### config.mk
export PLATFORM = sky130hd
export DESIGN_NAME = atanh_piecewise
export DESIGN_NICKNAME = d
export VERILOG_FILES = /design/src/rtl/atanh_piecewise.sv
export SDC_FILE = /design/constraint.sdc
export NUM_CORES = 1
export LEC_CHECK = 0
export BUFFER_PORTS_ARGS = -buffer_cell sky130_fd_sc_hd__buf_2
export CAP_MARGIN = 15
export CORE_AREA = 5 5 78 80
export CTS_BUF_LIST = sky130_fd_sc_hd__clkbuf_4 sky130_fd_sc_hd__clkbuf_8 sky130_fd_sc_hd__clkbuf_16
export DETAILED_ROUTE_END_ITERATION = 10
export DIE_AREA = 0 0 83 85
export GPL_TIMING_DRIVEN = 0
export PLACE_DENSITY = 0.78
export SYNTH_ARGS = -nofsm -noshare
export SYNTH_HDL_FRONTEND = slang
export SYNTH_SLANG_ARGS = --single-unit
export TNS_END_PERCENT = 10
### constraint.sdc
create_clock -name clk -period 2.65 [get_ports clk]
set_input_delay 0.265 -clock clk [delete_from_list [all_inputs] [get_ports clk]]
set_output_delay 0.265 -clock clk [all_outputs]
set_load 0.01 [all_outputs]
### src/rtl/atanh_piecewise.sv
// atanh_piecewise
//
// Streaming piecewise-linear inverse hyperbolic tangent. Takes a signed Q0.7
// activation value and returns an atanh estimate in signed Q3.5. The mapping
// uses only shifts, adds and comparisons. It is a two-stage pipeline with
// valid/ready handshakes on both sides and sustains one sample per cycle.
//
// Stage 1 splits the input into sign, magnitude, segment index and the offset
// of the magnitude from its segment base. Stage 2 evaluates the segment
// polynomial on the magnitude, then applies the sign or the saturation code.
//
// Parameters:
//   SAT_MAG    magnitude code |y| at or above which the output saturates
//              (legal 125..128).
//
// Optional build macro:
//   ATANH_SAT_FLAG_EN  when defined, adds the out_sat port and its flag
//                      register. When undefined, both are absent and x_out
//                      behaves identically.
//
// Ports:
//   clk        in   rising-edge clock
//   reset      in   synchronous active-high reset
//   in_valid   in   input sample valid
//   in_ready   out  block accepts a sample this cycle
//   y_in       in   [7:0] signed Q0.7 input
//   out_valid  out  result valid
//   out_ready  in   downstream accepts the result
//   x_out      out  [7:0] signed Q3.5 result
//   out_sat    out  result was saturated (ATANH_SAT_FLAG_EN only)

module atanh_piecewise #(
    parameter int SAT_MAG = 127
) (
    input  logic       clk,
    input  logic       reset,
    input  logic       in_valid,
    output logic       in_ready,
    input  logic [7:0] y_in,
    output logic       out_valid,
    input  logic       out_ready,
    output logic [7:0] x_out
`ifdef ATANH_SAT_FLAG_EN
    ,
    output logic       out_sat
`endif
);

    // Segment 6 is not a linear piece: it marks the saturated range.
    localparam logic [2:0] SEG_SAT = 3'd6;

    // Segment selection on the input magnitude.
    function automatic logic [2:0] seg_index(input logic [7:0] m);
        logic [2:0] seg;
        if (int'(m) >= SAT_MAG)  seg = SEG_SAT;
        else if (m < 8'd64)      seg = 3'd0;
        else if (m < 8'd96)      seg = 3'd1;
        else if (m < 8'd112)     seg = 3'd2;
        else if (m < 8'd120)     seg = 3'd3;
        else if (m < 8'd124)     seg = 3'd4;
        else                     seg = 3'd5;
        return seg;
    endfunction

    // Lower bound of each segment, subtracted to form the local offset.
    function automatic logic [7:0] seg_base(input logic [2:0] seg);
        logic [7:0] base;
        case (seg)
            3'd1:    base = 8'd64;
            3'd2:    base = 8'd96;
            3'd3:    base = 8'd112;
            3'd4:    base = 8'd120;
            3'd5:    base = 8'd124;
            default: base = 8'd0;
        endcase
        return base;
    endfunction

    // Magnitude result. Slopes 1/4, 1/2, 3/4, 3/2, 3 and 8 built from shifts.
    // Largest value reached is 92 (m = 127 with SAT_MAG = 128), so 9 bits
    // never wrap.
    function automatic logic [8:0] mag_result(input logic [2:0] seg,
                                              input logic [7:0] m,
                                              input logic [7:0] d);
        logic [8:0] mw;
        logic [8:0] dw;
        logic [8:0] xm;
        mw = {1'b0, m};
        dw = {1'b0, d};
        case (seg)
            3'd0:    xm = mw >> 2;
            3'd1:    xm = 9'd16 + (dw >> 1);
            3'd2:    xm = 9'd32 + (dw >> 1) + (dw >> 2);
            3'd3:    xm = 9'd44 + dw + (dw >> 1);
            3'd4:    xm = 9'd56 + (dw << 1) + dw;
            3'd5:    xm = 9'd68 + (dw << 3);
            default: xm = 9'd0;
        endcase
        return xm;
    endfunction

    // Sign application with saturation to the end codes. Saturation is
    // asymmetric: negative inputs map to -128, positive to +127.
    function automatic logic [7:0] apply_sign(input logic       s,
                                              input logic       sat,
                                              input logic [8:0] xm);
        logic [8:0] neg;
        logic [7:0] x;
        neg = 9'd0 - xm;
        if (sat)    x = s ? 8'h80 : 8'h7F;
        else if (s) x = neg[7:0];
        else        x = xm[7:0];
        return x;
    endfunction

    // Handshake control
    logic s1_en;
    logic s2_en;
    logic vld_p1;

    assign s2_en    = !out_valid || out_ready;
    assign s1_en    = !vld_p1 || s2_en;
    assign in_ready = s1_en;

    // ---- stage 0 -> 1: sign / magnitude / segment decode ----
    logic       sign_p0;
    logic [7:0] mag_p0;
    logic [2:0] seg_p0;
    logic [7:0] off_p0;

    always_comb begin
        sign_p0 = y_in[7];
        // -128 has no positive 8-bit signed twin; as unsigned it is 128.
        mag_p0  = y_in[7] ? (8'd0 - y_in) : y_in;
        seg_p0  = seg_index(mag_p0);
        off_p0  = mag_p0 - seg_base(seg_p0);
    end

    logic       sign_p1;
    logic [7:0] mag_p1;
    logic [2:0] seg_p1;
    logic [7:0] off_p1;

    always_ff @(posedge clk) begin
        if (reset) begin
            vld_p1 <= 1'b0;
        end else if (s1_en) begin
            vld_p1 <= in_valid;
        end
    end

    always_ff @(posedge clk) begin
        if (s1_en && in_valid) begin
            sign_p1 <= sign_p0;
            mag_p1  <= mag_p0;
            seg_p1  <= seg_p0;
            off_p1  <= off_p0;
        end
    end

    // ---- stage 1 -> 2: segment evaluation and sign ----
    logic [8:0] xm_p1;
    logic       sat_p1;
    logic [7:0] x_p1;

    always_comb begin
        xm_p1  = mag_result(seg_p1, mag_p1, off_p1);
        sat_p1 = (seg_p1 == SEG_SAT);
        x_p1   = apply_sign(sign_p1, sat_p1, xm_p1);
    end

    always_ff @(posedge clk) begin
        if (reset) begin
            out_valid <= 1'b0;
            x_out     <= 8'd0;
        end else if (s2_en) begin
            out_valid <= vld_p1;
            if (vld_p1) begin
                x_out <= x_p1;
            end
        end
    end

`ifdef ATANH_SAT_FLAG_EN
    always_ff @(posedge clk) begin
        if (reset) begin
            out_sat <= 1'b0;
        end else if (s2_en && vld_p1) begin
            out_sat <= sat_p1;
        end
    end
`endif

endmodule
==> summary.txt <==
Critical path
  • Reg2reg setup slack: -0.35 ns
  • CP Max Fanout: 4
  • Worst r2r path cells: 12
  • Max incr delay on CP: approximately 0.53 ns
  • Crit path depth: 12
  • Setup CP Type: reg2reg
  • CP most frequent cell: ha_4
  • Worst setup SP type: flip-flop
  • Crit path cell chain: ha_4 > ha_4 > inv_2 > fa_2 > nand2b_4 > a21boi_2 > o21ai_1 > nand3b_1 > o211ai_1 > o31ai_2 > xor2_1 > o31ai_1
  • Reg2reg start: off_p1[2]
  • WP data required: between 2 and 3 ns
  • Worst Setup SP: off_p1[2]
  • Top delay family on crit path: adder cells
  • Buf+Inv Stages, Crit Path: 1
  • Crit Reg-Reg Endpoint: x_out[7]
  • Critical Path AT: 3.17 ns
  • Crit-path slowest cell: edfxtp_1
  • Crit path to: x_out[7]
  • Crit. End Element: flip-flop

Timing
  • Final Slew Violations: 0
  • Clock skew: about 0.015 ns
  • Measured slew at the worst slew-check pin: 0.737 ns
  • Setup violators final: 6
  • Max-slew headroom: 50.9%
  • Hold_ws: between 0.15 and 0.2 ns
  • Fin. Hold Viols: 0
  • Share of the clock period used by the worst path: 113%
  • F_max: ~330 MHz
  • Unrepaired setup endpoints after global routing: yes
  • Fin crit period: ~3.0 ns
  • Final Worst Setup Slack: -0.350 ns

GRT
  • Grt total ovfl: 0
  • Vias in the first global route: 2,478
  • Largest net degree at the start of global routing: 19
  • First-pass GRT wire length: between 10,000 and 15,000 µm
  • Antenna violations before repair: 0
  • GRT Overall Usage: 18.5%

CTS
  • CTS root buf: clkbuf_8
  • Clock Latency Late Sink: 0.29 ns
  • Max clock buf depth: 2
  • CTS Sinks: 28
  • TritonCTS clock tree: done
  • Clk pin slew, worst setup/hold paths: around 0.11 ns
  • H-tree depth: 1
  • Cts bufs inserted: 3

Yosys
  • Cell count after synthesis: 332
  • Commonest cells in the netlist: inv_1 (41), nand2_1 (35), ha_1 (34)
  • Mapped Nets: approximately 380
  • Netlist cell types: 57
  • EDFF count, synth: 18
  • Post-Syn Area: about 2800 µm²
  • Ys flop type: edfxtp_1
  • Yosys top cell by area: edfxtp_1
  • Most area-consuming cells after synthesis: edfxtp_1 (19%), ha_1 (15%), dfxtp_1 (7.2%), inv_1 (5.5%), xnor2_1 (5.4%)
  • Top-count cell post-synth: inv_1
  • Yosys warns: 0
  • Avg Cell Area, Syn: around 8.4 µm²
  • Synth top area share: ~19%
  • Ys async rst share: 0%
  • Number of synthesized register bits: 28
  • Sequential area share after synthesis: 26.7%

Status
  • Status: finished with violations
  • Failing checks: setup timing

Drt
  • Via-per-instance ratio: 5.85
  • WL final: approximately 7100 µm
  • Antenna viol nets, final: 0
  • Initial DRC Count: 233
  • Drt pass-1 iters: 4
  • WL per Instance: around 16 µm
  • Vias: 2,591
  • DR DRC count: 0

Cells and area
  • # diodes: 0
  • Total Nets Final: 421
  • Layout cell share with drive strength beyond 1: between 20 and 30%
  • Area grow syn2layout: 22.6%
  • Final core occ: 63.7%

Pwr
  • LEAKAGE: 1.48 nW
  • Total power: about 2.4 mW
  • VDD IR max: 0.327 mV
  • Cell Pwr Density: slightly above 700 nW/µm²

Hold path
  • Worst Hold Launch: y_in[7]
  • Tightest Hold Check Type: in2reg

Floorplanning
  • Total die area: between 7000 and 8000 µm²
  • IO Pins: 22
  • Rows: 27
  • Die Y: 85 µm
  • Core area: ~5300 µm²
  • Starting Density: 52.0%
  • Die X-Extent: 83 µm

Placed design
  • Routability cong.: 0.938
  • IO Port Bufs: 20
  • Place WS: -0.495 ns
  • HPWL after DPL: around 4900 µm

Flow run
  • Max_cap viols: 0
==> state kept, by name (all words and copies together), names as in the netlist <==
signal / flops
sign_p1: 1
off_p1: 6
seg_p1: 3
x_out: 8
mag_p1: 8
out_valid: 1
vld_p1: 1
==> area by class of cell <==
cell class	instances	area (µm²)
Tap cell	72	90.1
Timing Repair Buffer	35	220
Buffer	9	53.8
Multi-Input combinational cell	252	2070
Sequential cell	28	741
Inverter	43	161
Fill cell	435	1940
Clock buffer	4	66.3
==> report_power, final <==
group | switching (mW) | internal [mW]
clock | 0.143 | 0.165
sequential | 0.0440 | 0.526
combinational | 0.850 | 0.670
total | 1.04 | 1.36
==> kinds of logic (layout without fill, tap and decap cells) <==
group	Yosys count	count (layout)	synth area share (%)
flops	28	28	26.7
xor+xnor	24	24	7.58
fa+ha+maj	37	37	17.5
mux	7	7	2.62
simple gates	95	95	15.6
compound gates	89	89	22.3
buf+inv	52	91	7.71
==> worst min-delay path by stage <==
stage / end / slack, ns / cells past startpoint
2_1_floorplan: mag_p1[0] / 0.36 / 0
3_3_place_gp: x_out[4] / 0.44 / 2
3_5_place_dp: x_out[3] / 0.45 / 2
4_1_cts: sign_p1 / 0.16 / 1
5_1_grt: sign_p1 / 0.15 / 1
6_report: sign_p1 / 0.16 / 1
==> per-stage QoR <==
stage | cell area, µm² | setup TNS (ns) | instances
after floorplan | 2820 | -0.00410 | 332
after global placement | 3010 | -1.85 | 424
after detailed placement | 3010 | -2.46 | 424
after CTS | 3240 | -1.17 | 437
after global routing | 3400 | -2.32 | 443
final | 3400 | -1.45 | 443
==> layout by cell type, fill, tap and decap left out, types with 10 or more instances in the layout <==
cell type,synthesis,routed
ha_1,34,25
o21ai_0,22,19
edfxtp_1,18,18
nand2_1,35,33
buf_4,2,15
a21oi_1,23,18
dfxtp_1,10,10
xnor2_1,17,13
inv_1,41,36
nor2_1,28,26
buf_2,3,23
==> metal layers <==
layer	track usage (%)	routed length (µm)	up-vias
met1	21.4	2900	1247
met2	35.1	3630	75
met5	0	0	-
met3	2.04	281	22
li1	-	-	1247
met4	6.98	327	0
==> repair_timing <==
action / in CTS / in global routing
setup buffers: 9 / 7
resized for setup: 22 / 24
pin swaps: 16 / 27
setup endpoints to repair: 7 / 9
hold buffers: 0 / 0
cloned: 0 / 0
Power figures use the tool's default switching activity.
